**config.mk**
```make
export PLATFORM = sky130hd
export DESIGN_NAME = sss_descrambler_core_flat
export DESIGN_NICKNAME = d
export VERILOG_FILES = /design/src/rtl/sss_descrambler_core_if.sv /design/src/rtl/sss_descrambler_core.sv /design/src/flat_wrapper.sv
export SDC_FILE = /design/constraint.sdc
export NUM_CORES = 1
export LEC_CHECK = 0
export ABC_AREA = 0
export BUFFER_PORTS_ARGS = -buffer_cell sky130_fd_sc_hd__buf_4
export CORE_MARGIN = 4
export CORE_UTILIZATION = 50
export CTS_BUF_LIST = sky130_fd_sc_hd__clkbuf_4 sky130_fd_sc_hd__clkbuf_8 sky130_fd_sc_hd__clkbuf_16
export DETAILED_ROUTE_END_ITERATION = 6
export HOLD_SLACK_MARGIN = 0.03
export PLACE_DENSITY = 0.8
export RECOVER_POWER = 100
export SLEW_MARGIN = 20
export SYNTH_ARGS = -nofsm -noshare
export SYNTH_HDL_FRONTEND = slang
export SYNTH_SLANG_ARGS = --single-unit
export TNS_END_PERCENT = 10
```
**constraint.sdc**
```tcl
create_clock -name clk_div -period 5.75 [get_ports clk_div]
set_input_delay 1.4375 -clock clk_div [delete_from_list [all_inputs] [get_ports clk_div]]
set_output_delay 1.4375 -clock clk_div [all_outputs]
set_load 0.005 [all_outputs]
```
**src/rtl/sss_descrambler_core_if.sv**
```systemverilog
// Word-stream bundle for sss_descrambler_core: qualified input word plus mode
// controls in, qualified result word and lock flag out.
interface sss_descrambler_core_if #(
  parameter int DATA_W = 60
);
  // Valid-only stream, no backpressure: a word transfers on every clk_div
  // cycle where in_valid (or out_valid) is high; data is ignored otherwise.
  logic              in_valid;
  logic [DATA_W-1:0] in_data;
  logic              mode;
  logic              bypass;
  logic              out_valid;
  logic [DATA_W-1:0] out_data;
  logic              out_locked;

  modport master (
    output in_valid, in_data, mode, bypass,
    input  out_valid, out_data, out_locked
  );

  modport slave (
    input  in_valid, in_data, mode, bypass,
    output out_valid, out_data, out_locked
  );
endinterface

```
**src/rtl/sss_descrambler_core.sv**
```systemverilog
// Self-synchronous scrambler/descrambler, polynomial x^TAP_A + x^TAP_B + 1.
// Define SCR_INPUT_REG_EN to add an input register stage (2-clock latency).
module sss_descrambler_core #(
  parameter int DATA_W = 60,
  parameter int TAP_A  = 58,
  parameter int TAP_B  = 39
) (
  input logic                  clk_div,
  input logic                  rst,
  sss_descrambler_core_if.slave bus
);
  localparam int LOCK_WORDS = (TAP_A + DATA_W - 1) / DATA_W;
  localparam int CNT_W      = $clog2(LOCK_WORDS + 1);
  localparam int EXT_W      = TAP_A + DATA_W;

  logic              v_w;
  logic [DATA_W-1:0] d_w;
  logic              m_w;
  logic              b_w;

`ifdef SCR_INPUT_REG_EN
  logic              in_valid_q;
  logic [DATA_W-1:0] in_data_q;
  logic              mode_in_q;
  logic              bypass_q;

  always_ff @(posedge clk_div or posedge rst) begin
    if (rst) begin
      in_valid_q <= 1'b0;
      in_data_q  <= '0;
      mode_in_q  <= 1'b0;
      bypass_q   <= 1'b0;
    end else begin
      in_valid_q <= bus.in_valid;
      in_data_q  <= bus.in_data;
      mode_in_q  <= bus.mode;
      bypass_q   <= bus.bypass;
    end
  end

  assign v_w = in_valid_q;
  assign d_w = in_data_q;
  assign m_w = mode_in_q;
  assign b_w = bypass_q;
`else
  assign v_w = bus.in_valid;
  assign d_w = bus.in_data;
  assign m_w = bus.mode;
  assign b_w = bus.bypass;
`endif

  logic [TAP_A-1:0]  hist_q, hist_d;
  logic [DATA_W-1:0] out_data_q, out_data_d;
  logic [CNT_W-1:0]  cnt_q, cnt_d;
  logic              out_valid_q;
  logic              out_locked_q, out_locked_d;
  logic              mode_q;
  logic              mode_chg;

  assign mode_chg = v_w && (m_w != mode_q);

  // ext holds {this word's scrambled-domain bits, history}, oldest bit at 0,
  // so stream bit n-T for word bit i always lives at ext[TAP_A+i-T].
  always_comb begin
    logic [EXT_W-1:0] ext;
    logic             tap;
    ext        = {{DATA_W{1'b0}}, (mode_chg ? {TAP_A{1'b0}} : hist_q)};
    out_data_d = '0;
    for (int i = 0; i < DATA_W; i++) begin
      tap = ext[TAP_A + i - TAP_B] ^ ext[i];
      if (b_w) begin
        out_data_d[i]  = d_w[i];
        ext[TAP_A + i] = d_w[i];
      end else begin
        out_data_d[i]  = d_w[i] ^ tap;
        ext[TAP_A + i] = m_w ? out_data_d[i] : d_w[i];
      end
    end
    hist_d = ext[EXT_W-1 -: TAP_A];
  end

  always_comb begin
    cnt_d = cnt_q;
    if (mode_chg) begin
      cnt_d = CNT_W'(1);
    end else if (cnt_q != CNT_W'(LOCK_WORDS)) begin
      cnt_d = cnt_q + CNT_W'(1);
    end
    out_locked_d = (cnt_d == CNT_W'(LOCK_WORDS));
  end

  always_ff @(posedge clk_div or posedge rst) begin
    if (rst) begin
      hist_q       <= '0;
      out_data_q   <= '0;
      cnt_q        <= '0;
      out_valid_q  <= 1'b0;
      out_locked_q <= 1'b0;
      mode_q       <= 1'b0;
    end else begin
      out_valid_q <= v_w;
      if (v_w) begin
        hist_q       <= hist_d;
        out_data_q   <= out_data_d;
        cnt_q        <= cnt_d;
        out_locked_q <= out_locked_d;
        mode_q       <= m_w;
      end
    end
  end

  assign bus.out_valid  = out_valid_q;
  assign bus.out_data   = out_data_q;
  assign bus.out_locked = out_locked_q;
endmodule

```
**src/flat_wrapper.sv**
```systemverilog
// flat-port wrapper written by rule: the top's interface ports become plain ports
module sss_descrambler_core_flat 
#(
  parameter int DATA_W = 60,
  parameter int TAP_A  = 58,
  parameter int TAP_B  = 39
)
  (clk_div, rst, bus_in_valid, bus_in_data, bus_mode, bus_bypass, bus_out_valid, bus_out_data, bus_out_locked);
  sss_descrambler_core_if #(.DATA_W(DATA_W)) bus_i ();
  input logic clk_div;
  input logic rst;
  input wire logic [$bits(bus_i.in_valid)-1:0] bus_in_valid;
  input wire logic [$bits(bus_i.in_data)-1:0] bus_in_data;
  input wire logic [$bits(bus_i.mode)-1:0] bus_mode;
  input wire logic [$bits(bus_i.bypass)-1:0] bus_bypass;
  output wire logic [$bits(bus_i.out_valid)-1:0] bus_out_valid;
  output wire logic [$bits(bus_i.out_data)-1:0] bus_out_data;
  output wire logic [$bits(bus_i.out_locked)-1:0] bus_out_locked;
  assign bus_i.in_valid = bus_in_valid;
  assign bus_i.in_data = bus_in_data;
  assign bus_i.mode = bus_mode;
  assign bus_i.bypass = bus_bypass;
  assign bus_out_valid = bus_i.out_valid;
  assign bus_out_data = bus_i.out_data;
  assign bus_out_locked = bus_i.out_locked;
  sss_descrambler_core #(.DATA_W(DATA_W), .TAP_A(TAP_A), .TAP_B(TAP_B)) u_core (.clk_div(clk_div), .rst(rst), .bus(bus_i));
endmodule
```
==> impl_metrics.env, run 1 <==
export IMPL_route_detailed_drc=0
export IMPL_worstPathArrival_ns=4.69
export IMPL_max_cap_violations=5
export IMPL_design_die_area_sq_um=17100
export IMPL_route_detailed_vias_per_inst=5.80
export IMPL_num_antenna_cells=0
export IMPL_detailroute_via_count=6589
export IMPL_crit_path_end_kind="flop"
export IMPL_path_class="in -> reg"
export IMPL_async_set_or_reset_flop_fraction_in_the_synthesized_netlist=1.00
export IMPL_grt_pass1_wl_um=32900
export IMPL_critPathSlowestCell="sky130_fd_sc_hd__xnor2_1"
export IMPL_cts_tree="yes"
export IMPL_finalWorstPathRequiredPeriod_ns=4.41
export IMPL_cts_sink_count=121
export IMPL_postCtsSetupRepairBufs=0
export IMPL_grt_max_degree=109
export IMPL_timing_final_hold_violations=0
export IMPL_wirelength_um=20400
export IMPL_min_period_over_period=0.767
export IMPL_antenna_violations_before_repair=0
export IMPL_finalHoldWorstSlack_ns=0.473
export IMPL_yosysWarningCount=0
export IMPL_timing_final_setup_violations=0
export IMPL_cts_resized=0
export IMPL_drtIter0Drc=563
export IMPL_power_density_cell_area_nw_per_um2=347
export IMPL_route_detailed_wl_per_inst_um=18.0
export IMPL_rsz0062_at_grt="no"
export IMPL_io_pin_count=127
export IMPL_layout_area_seq_sq_um=3030
export IMPL_grt_overflow=0
export IMPL_synth_cells=850
export IMPL_slew_viol_final=263
export IMPL_chipHeight_um=131
export IMPL_synth_avg_cell_area_sq_um=8.84
export IMPL_clk_pin_slew_ns=0.05
export IMPL_ys_flop_type="sky130_fd_sc_hd__dfrtp_1"
export IMPL_clock_insertion_delay_worst_skew_ns=0.42
export IMPL_drive_gt1_frac=0.173
export IMPL_run_status="finished with violations"
export IMPL_timing_worst_slew_pin_value_ns=2.21
export IMPL_critical_path_max_stage_delay_ns=1.68
export IMPL_ctsLongestPathBuffers=2
export IMPL_irDropWorstVdd_uv=248
export IMPL_clockRootBuffer="sky130_fd_sc_hd__clkbuf_16"
export IMPL_gp_congestion=0.854
export IMPL_timing_critical_path_max_delay_family="XOR/XNOR gates"
export IMPL_detail_route_first_pass_iterations=5
export IMPL_crit_path_cell_trace="buf_4 -> xnor2_1 -> clkbuf_1 -> o22ai_1 -> a211oi_1 -> or3_1 -> a31oi_1"
export IMPL_antenna_violating_nets_left=0
export IMPL_numPortBuffers=126
export IMPL_post_synth_edffs=0
export IMPL_hpwl_um=13900
export IMPL_multi_input_comb_area_sq_um=4120
export IMPL_fin_nets=1004
export IMPL_cts_hold_repair_buffers=0
export IMPL_achievable_frequency_mhz=227
export IMPL_n_fill_cell=1280
export IMPL_htree_levels=4
export IMPL_dp_worst_slack_ns=2.04
export IMPL_die_width_um=131
export IMPL_fp_row_count=44
export IMPL_yosys_area_top_type_share=0.403
export IMPL_critPathRequiredTime_ns=6.03
export IMPL_total_cts_buffers=17
export IMPL_start_kind="primary input"
export IMPL_seq_area_frac_synth=0.403
export IMPL_finalInstanceArea_sq_um=9020
export IMPL_yosysUniqueCellTypes=45
export IMPL_core_region_area_sq_um=14600
export IMPL_synth_top_cell_by_area="sky130_fd_sc_hd__dfrtp_1"
export IMPL_fin_skew_ns=0.00782
export IMPL_failed_checks="capacitance limit, slew limit"
export IMPL_worst_path_buf_inv=2
export IMPL_grt_util_all_layers=0.246
export IMPL_first_global_vias=6334
export IMPL_syn_area_sq_um=7510
export IMPL_area_after_dpl_sq_um=8490
export IMPL_worst_hold_path_type="reg -> reg"
export IMPL_flow_area_growth_from_synthesis_pct=20.1
export IMPL_synth_seq_cells=121
export IMPL_p_leak_nw=3.71
export IMPL_synth_net_count=915
export IMPL_ys_top_cells_by_area="sky130_fd_sc_hd__dfrtp_1, sky130_fd_sc_hd__xnor2_1, sky130_fd_sc_hd__nor2_1"
export IMPL_critPathMaxFanout=30
export IMPL_setup_tns_final_ns=0
export IMPL_yosysMostFrequentCell="sky130_fd_sc_hd__nor2_1"
export IMPL_setup_slack_ns=1.34
export IMPL_slew_headroom=-0.486
export IMPL_initial_core_utilization=0.513
export IMPL_synth_commonest_cells="sky130_fd_sc_hd__nor2_1, sky130_fd_sc_hd__xnor2_1, sky130_fd_sc_hd__dfrtp_1"
## final cells by class
cell class | instances | area share
Multi-Input combinational cell | 654 | 0.457
Sequential cell | 121 | 0.336
Timing Repair Buffer | 134 | 0.108
Clock buffer | 20 | 0.0503
Tap cell | 184 | 0.0255
Clock inverter | 12 | 0.0193
Inverter | 11 | 0.00471
## kinds of logic (layout without fill, tap and decap cells)
kind of cell              Yosys count  in the layout  share of synthesized area
DFF                               121            121                      0.403
muxes                              17             17                     0.0228
xor gates and xnor gates          158            158                      0.184
buffers and inverters              75            177                     0.0433
and+or+nand+nor                   286            286                      0.182
AOI/OAI and AO/OA                 193            193                      0.165
## final timing paths
check	start	end	cells after the start	slack, ns
max	bus_mode	u_core.hist_q[40]	7	1.34
min	u_core.cnt_q	u_core.cnt_q	1	0.47
max reg2reg	u_core.mode_q	u_core.hist_q[40]	6	2.10
min reg2reg	u_core.cnt_q	u_core.cnt_q	1	0.47
max in group asynchronous	rst	u_core.hist_q[32]	3	2.06
min in group asynchronous	rst	u_core.bus.out_data[15]	2	1.43
## per-layer routing
metal	GRT usage	share of wire	vias up
li1	-	-	3100
met1	0.362	0.45	3155
met2	0.351	0.44	289
met3	0.0557	0.083	45
met4	0.0974	0.026	0
met5	0	0	-
## cells in the final DEF, fill, tap and decap left out, drive strengths merged, types with 13 or more instances in the layout
cell type,Yosys,final
xor2,28,28
mux2i,16,16
nor2b,13,13
nand3,17,17
o21ai,40,40
xnor2,130,130
buf,27,66
nor2,168,168
dfrtp,121,121
a221o,22,22
clkbuf,37,88
or3,25,25
a21oi,82,82
## flip-flops by register name, indices dropped and copies added (netlist names)
signal / cells
u_core.bus.out_data: 60
u_core.hist_q: 58
u_core.bus.out_valid: 1
u_core.cnt_q: 1
u_core.mode_q: 1
## report_power, final
part	total, mW	switching [mW]	internal (mW)
Clock	1.13	0.392	0.743
Sequential	1.12	0.126	0.992
Combinational	0.877	0.462	0.415
Total	3.13	0.980	2.15
## stage by stage
stage          power (mW)  utilization  std cells
4_1_cts              3.16        0.623       1136
3_3_place_gp         2.00        0.579       1104
5_1_grt              3.29        0.616       1136
2_1_floorplan        1.69            -        850
3_5_place_dp         2.02        0.580       1104
6_report             3.13        0.616       1136
(Power assumes the default switching activity.)
==> inputs of run 2 (changes only) <==
==> constraint.sdc (replaced) <==
create_clock -name clk_div -period 4.3 [get_ports clk_div]
set_input_delay 1.075 -clock clk_div [delete_from_list [all_inputs] [get_ports clk_div]]
set_output_delay 1.075 -clock clk_div [all_outputs]
set_load 0.005 [all_outputs]
==> run 2 against run 1 <==
The run ends with DRC, capacitance limit, slew limit left. Hold slack lost 0.010 ns. Clock skew shrank 0.0014 ns. Non-clock buffer count grew 2. First-iteration DRC count grew 17%. Sequential cell count is the same. Critical path depth shrank 1. Clock power grew 34%. Clock-buffer cell count grew 1. Global-route usage shrank 0.078 points. Worst setup slack lost 0.35 ns. Critical path type unchanged. Critical endpoint is now u_core.hist_q[38].
==> impl_metrics.env, run 2 (synthesis gave the netlist of run 1 again) <==
export IMPL_run_status="finished with violations"
export IMPL_failed_checks="DRC, capacitance limit, slew limit"
export IMPL_detail_route_first_pass_iterations=7
export IMPL_total_cts_buffers=17
export IMPL_io_pin_count=127
export IMPL_critPathRequiredTime_ns=4.65
export IMPL_timing_critical_path_max_delay_family="buffers and inverters"
export IMPL_fin_nets=1006
export IMPL_core_region_area_sq_um=14600
export IMPL_route_detailed_wl_per_inst_um=18.0
export IMPL_hpwl_um=13700
export IMPL_critPathSlowestCell="sky130_fd_sc_hd__clkbuf_2"
export IMPL_layout_cells_most_common_list="sky130_fd_sc_hd__nor2_1, sky130_fd_sc_hd__xnor2_1, sky130_fd_sc_hd__dfrtp_1, sky130_fd_sc_hd__a21oi_1, sky130_fd_sc_hd__buf_4"
export IMPL_cts_resized=0
export IMPL_route_detailed_drc=5
export IMPL_gp_congestion=0.866
export IMPL_cts_sink_count=121
export IMPL_crit_path_cell_trace="buf_6 -> clkbuf_2 -> a221oi_2 -> a211oi_1 -> o21ai_0 -> a31oi_1"
export IMPL_clock_insertion_delay_worst_skew_ns=0.42
export IMPL_detailroute_via_count=6586
export IMPL_grt_util_all_layers=0.245
export IMPL_cts_tree="yes"
export IMPL_timing_final_hold_violations=0
export IMPL_worstPathArrival_ns=3.66
export IMPL_wirelength_um=20400
export IMPL_grt_pass1_wl_um=32600
export IMPL_worst_hold_path_type="reg -> reg"
export IMPL_drtIter0Drc=657
export IMPL_timing_worst_slew_pin_value_ns=2.42
export IMPL_fp_row_count=44
export IMPL_rsz0062_at_grt="no"
export IMPL_clk_pin_slew_ns=0.06
export IMPL_die_width_um=131
export IMPL_met3WireLength_um=1830
export IMPL_routedLengthMet1_um=9420
export IMPL_largest_register_ffs=60
export IMPL_grt_max_degree=77
export IMPL_ctsLongestPathBuffers=2
export IMPL_wl_met2_um=8870
export IMPL_p_leak_nw=3.74
export IMPL_worst_path_buf_inv=2
export IMPL_flow_area_growth_from_synthesis_pct=20.4
export IMPL_route_detailed_vias_per_inst=5.80
export IMPL_crit_path_end_kind="flop"
export IMPL_path_class="in -> reg"
export IMPL_start_kind="primary input"
export IMPL_dr_max_layer_used="met4"
export IMPL_num_antenna_cells=0
export IMPL_antenna_violating_nets_left=0
export IMPL_setup_tns_final_ns=0
export IMPL_critical_path_reg2reg_startpoint="u_core.mode_q"
export IMPL_irDropWorstVdd_uv=312
export IMPL_drive_gt1_frac=0.175
export IMPL_htree_levels=4
export IMPL_cts_hold_repair_buffers=0
export IMPL_rr_endpoint="u_core.hist_q[37]"
export IMPL_critical_path_max_stage_delay_ns=1.09
export IMPL_chipHeight_um=131
export IMPL_fin_total_pwr_mw=4.18
export IMPL_slew_headroom=-0.623
export IMPL_finalWorstPathRequiredPeriod_ns=3.31
export IMPL_numPortBuffers=126
export IMPL_timing_final_setup_violations=0
export IMPL_grt_overflow=0
export IMPL_critical_path_startpoint="bus_in_valid"
export IMPL_r2r_slack_ns=1.78
export IMPL_achievable_frequency_mhz=302
export IMPL_slew_viol_final=54
export IMPL_critical_path_endpoint="u_core.hist_q[38]"
export IMPL_max_cap_violations=1
export IMPL_power_density_cell_area_nw_per_um2=462
export IMPL_most_common_library_cell_in_the_layout_ignoring_fill_and_taps="sky130_fd_sc_hd__nor2_1"
export IMPL_antenna_violations_before_repair=0
export IMPL_fin_skew_ns=0.00637
export IMPL_first_global_vias=6102
export IMPL_initial_core_utilization=0.513
export IMPL_min_period_over_period=0.770
export IMPL_design_die_area_sq_um=17100
export IMPL_postCtsSetupRepairBufs=0
export IMPL_worst_r2r_cell_count=6
export IMPL_clockRootBuffer="sky130_fd_sc_hd__clkbuf_16"
export IMPL_critPathMaxFanout=76
export IMPL_worstSetupPathDepth=6
[run 2: cell count changes in the layout (fill, tap and decap cells not counted), sizes merged]
cell / change
buf: +3
clkinvlp: -3
[run 2: stage by stage]
step | util | cells | instance area [sq um] | hold slack, ns | setup WS [ns]
after floorplan | - | 850 | 7510 | 0.462 | 0.0108
after global placement | 0.581 | 1106 | 8510 | 0.455 | 1.12
after detailed placement | 0.581 | 1106 | 8510 | 0.459 | 1.05
after CTS | 0.623 | 1136 | 9130 | 0.475 | 1.47
after global routing | 0.618 | 1136 | 9050 | 0.507 | 0.685
final | 0.618 | 1136 | 9050 | 0.463 | 0.989
[run 2: cell type report]
class / count / area [sq um]
multi-input cells: 654 / 4120
fillers: 1262 / 5600
clock inverters: 9 / 148
inverters: 11 / 42.5
clock buffers: 21 / 468
well taps: 184 / 230
repair buffers: 136 / 1010
flip-flops and latches: 121 / 3030
[run 2: worst reg2reg max path: stages (launching register included)]
cell and delay (ns):
sky130_fd_sc_hd__dfrtp_1 0.45, sky130_fd_sc_hd__xor2_1 0.63, sky130_fd_sc_hd__clkbuf_1 0.37, sky130_fd_sc_hd__a221oi_1 0.15, sky130_fd_sc_hd__a211oi_1 0.53, sky130_fd_sc_hd__o21ai_0 0.14
sky130_fd_sc_hd__a31oi_1 0.18
[run 2: worst min-delay path by stage]
| stage | to | cells after the start | start | slack, ns |
|---|---|---|---|---|
| 2_1_floorplan | u_core.cnt_q | 1 | u_core.cnt_q | 0.46 |
| 3_3_place_gp | u_core.cnt_q | 1 | u_core.cnt_q | 0.45 |
| 3_5_place_dp | u_core.cnt_q | 1 | u_core.cnt_q | 0.46 |
| 4_1_cts | u_core.cnt_q | 1 | u_core.cnt_q | 0.47 |
| 5_1_grt | u_core.cnt_q | 1 | u_core.cnt_q | 0.51 |
| 6_report | u_core.cnt_q | 1 | u_core.cnt_q | 0.46 |
[run 2: per-layer routing]
layer	up-vias	track usage
met1	3163	0.373
met4	0	0.0762
met3	26	0.0467
met2	302	0.353
li1	3095	-
met5	-	0
[run 2: power breakdown]
group / leakage [nW] / internal, mW / switching [mW]
Clock: 0.305 / 1.00 / 0.507
Sequential: 1.38 / 1.33 / 0.173
Combinational: 2.06 / 0.560 / 0.614
Total: 3.74 / 2.89 / 1.29
==> inputs of run 3 (changes only) <==
--- a/config.mk
+++ b/config.mk
@@ -12,7 +12,7 @@
 export CTS_BUF_LIST = sky130_fd_sc_hd__clkbuf_4 sky130_fd_sc_hd__clkbuf_8 sky130_fd_sc_hd__clkbuf_16
 export DETAILED_ROUTE_END_ITERATION = 6
 export HOLD_SLACK_MARGIN = 0.03
-export PLACE_DENSITY = 0.8
+export PLACE_DENSITY = 0.83
 export RECOVER_POWER = 100
 export SLEW_MARGIN = 20
 export SYNTH_ARGS = -nofsm -noshare
==> constraint.sdc (replaced) <==
create_clock -name clk_div -period 3 [get_ports clk_div]
set_input_delay 0.75 -clock clk_div [delete_from_list [all_inputs] [get_ports clk_div]]
set_output_delay 0.75 -clock clk_div [all_outputs]
set_load 0.005 [all_outputs]
==> run 3 against run 2 <==
The run ends with capacitance limit, slew limit left. Critical path type unchanged. Sequential share of layout area fell by 0.52 points. Cell count rose by 0.97%. Cell area rose by 1.6%. Worst setup slack got worse by 0.56 ns. Critical endpoint is now u_core.bus.out_data[10]. Via count rose by 1.2%. Highest routed layer unchanged. Largest cell class unchanged. Die area did not move.
==> impl_metrics.env, run 3 (synthesis gave the netlist of run 1 again) <==
export IMPL_seqPwrFrac=0.344
export IMPL_crit_path_end_kind="flop"
export IMPL_run_status="finished with violations"
export IMPL_largest_register_ffs=60
export IMPL_die_width_um=131
export IMPL_route_detailed_wl_per_inst_um=18.0
export IMPL_grt_overflow=0
export IMPL_clk_pin_slew_ns=0.05
export IMPL_met3WireLength_um=1880
export IMPL_cts_sink_count=121
export IMPL_path_class="in -> reg"
export IMPL_rsz0062_at_grt="no"
export IMPL_critPathMaxFanout=23
export IMPL_p_sw_frac=0.299
export IMPL_route_detailed_drc=0
export IMPL_timing_worst_slew_pin_value_ns=1.69
export IMPL_gp_congestion=0.900
export IMPL_timing_final_setup_violations=0
export IMPL_timing_hold_worst_start="u_core.cnt_q"
export IMPL_design_die_area_sq_um=17100
export IMPL_initial_core_utilization=0.513
export IMPL_detail_route_first_pass_iterations=5
export IMPL_grt_util_all_layers=0.248
export IMPL_io_pin_count=127
export IMPL_wirelength_um=20700
export IMPL_finalInstanceArea_sq_um=9190
export IMPL_power_combinational_fraction=0.274
export IMPL_timing_final_hold_violations=0
export IMPL_routedLengthMet1_um=8990
export IMPL_fin_nets=1017
export IMPL_numPortBuffers=126
export IMPL_area_after_dpl_sq_um=8620
export IMPL_switching_power_mw=1.86
export IMPL_num_antenna_cells=0
export IMPL_setup_tns_final_ns=0
export IMPL_critical_path_startpoint="bus_mode"
export IMPL_power_report_internal_total_mw=4.35
export IMPL_cts_resized=0
export IMPL_finalHoldWorstSlack_ns=0.458
export IMPL_worst_hold_path_type="reg -> reg"
export IMPL_chipHeight_um=131
export IMPL_n_fill_cell=1179
export IMPL_dr_max_layer_used="met4"
export IMPL_cts_hold_repair_buffers=0
export IMPL_start_kind="primary input"
export IMPL_first_global_vias=6382
export IMPL_grt_pass1_wl_um=33100
export IMPL_clockRootBuffer="sky130_fd_sc_hd__clkbuf_16"
export IMPL_flow_area_growth_from_synthesis_pct=22.3
export IMPL_drive_gt1_frac=0.180
export IMPL_clkPwrFrac=0.382
export IMPL_core_region_area_sq_um=14600
export IMPL_hpwl_um=13900
export IMPL_total_cts_buffers=17
export IMPL_postCtsSetupRepairBufs=0
export IMPL_achievable_frequency_mhz=389
export IMPL_failed_checks="capacitance limit, slew limit"
export IMPL_drtIter0Drc=685
export IMPL_min_period_over_period=0.858
export IMPL_setup_slack_ns=0.427
export IMPL_slew_viol_final=122
export IMPL_max_cap_violations=1
export IMPL_wl_met2_um=9320
export IMPL_fin_skew_ns=0.00695
export IMPL_route_detailed_vias_per_inst=5.81
export IMPL_dp_worst_slack_ns=0.319
export IMPL_most_common_library_cell_in_the_layout_ignoring_fill_and_taps="sky130_fd_sc_hd__nor2_1"
export IMPL_fp_row_count=44
export IMPL_finalWorstPathRequiredPeriod_ns=2.57
export IMPL_detailroute_via_count=6665
export IMPL_clock_insertion_delay_worst_skew_ns=0.42
export IMPL_worstPathArrival_ns=2.82
export IMPL_antenna_violations_before_repair=0
export IMPL_p_leak_nw=3.81
export IMPL_antenna_violating_nets_left=0
export IMPL_power_density_cell_area_nw_per_um2=676
export IMPL_layout_cells_most_common_list="sky130_fd_sc_hd__nor2_1, sky130_fd_sc_hd__xnor2_1, sky130_fd_sc_hd__dfrtp_1, sky130_fd_sc_hd__a21oi_1, sky130_fd_sc_hd__buf_4"
export IMPL_irDropWorstVdd_uv=479
export IMPL_htree_levels=4
export IMPL_slew_headroom=-0.126
export IMPL_ctsLongestPathBuffers=2
export IMPL_critical_path_reg2reg_startpoint="u_core.mode_q"
export IMPL_grt_max_degree=122
export IMPL_critPathRequiredTime_ns=3.25
export IMPL_cts_tree="yes"
run 3: cell count changes in the layout (fill, tap and decap cells not counted), moves of 2 or more:
cell	delta
sky130_fd_sc_hd__buf_4	+8
sky130_fd_sc_hd__bufinv_16	+2
sky130_fd_sc_hd__clkbuf_1	+6
sky130_fd_sc_hd__clkbuf_4	-4
sky130_fd_sc_hd__clkbuf_8	+2
sky130_fd_sc_hd__clkinv_2	-2
run 3: area by class of cell:
type                       count  area (sq um)  area share
inverter                      11          42.5     0.00463
multi-input combinational    654          4130       0.449
sequential                   121          3030       0.329
tap                          184           230      0.0251
clock inverter                 8           190      0.0207
timing repair buffer         147          1080       0.118
clock buffer                  22           488      0.0531
run 3: worst paths after layout:
| check | depth (start not counted) | slack (ns) | endpoint |
|---|---|---|---|
| setup / recovery | 8 | 0.43 | u_core.bus.out_data[10] |
| hold / removal | 1 | 0.46 | u_core.cnt_q |
| setup reg to reg | 7 | 0.58 | u_core.bus.out_data[10] |
| hold reg to reg | 1 | 0.46 | u_core.cnt_q |
| max in group asynchronous | 3 | 0.97 | u_core.hist_q[29] |
| min in group asynchronous | 3 | 0.94 | u_core.bus.out_data[24] |
run 3: power groups by stage:
stage          Combinational [mW]  Clock, mW  Sequential, mW
2_1_floorplan                1.13          0            2.10
3_3_place_gp                 1.70          0            2.15
3_5_place_dp                 1.73          0            2.15
4_1_cts                      1.75       2.40            2.13
5_1_grt                      1.88       2.48            2.17
6_report                     1.70       2.37            2.14
run 3: metal layers:
metal | up-vias | track usage
met5 | - | 0
met2 | 292 | 0.361
met3 | 48 | 0.0667
met1 | 3202 | 0.354
met4 | 0 | 0.0913
li1 | 3123 | -
run 3: per-stage QoR:
| step | util | total power [mW] | cells |
|---|---|---|---|
| 2_1_floorplan | - | 3.23 | 850 |
| 3_3_place_gp | 0.589 | 3.85 | 1117 |
| 3_5_place_dp | 0.589 | 3.88 | 1117 |
| 4_1_cts | 0.635 | 6.28 | 1147 |
| 5_1_grt | 0.628 | 6.52 | 1147 |
| 6_report | 0.628 | 6.21 | 1147 |
run 3: critical path, cell delays in order:
cell	delay [ns]
sky130_fd_sc_hd__buf_4	0.25
sky130_fd_sc_hd__xor2_1	0.21
sky130_fd_sc_hd__clkbuf_1	0.38
sky130_fd_sc_hd__a21o_1	0.36
sky130_fd_sc_hd__clkbuf_1	0.45
sky130_fd_sc_hd__nor2_1	0.10
sky130_fd_sc_hd__xnor2_1	0.22
sky130_fd_sc_hd__a21oi_1	0.09
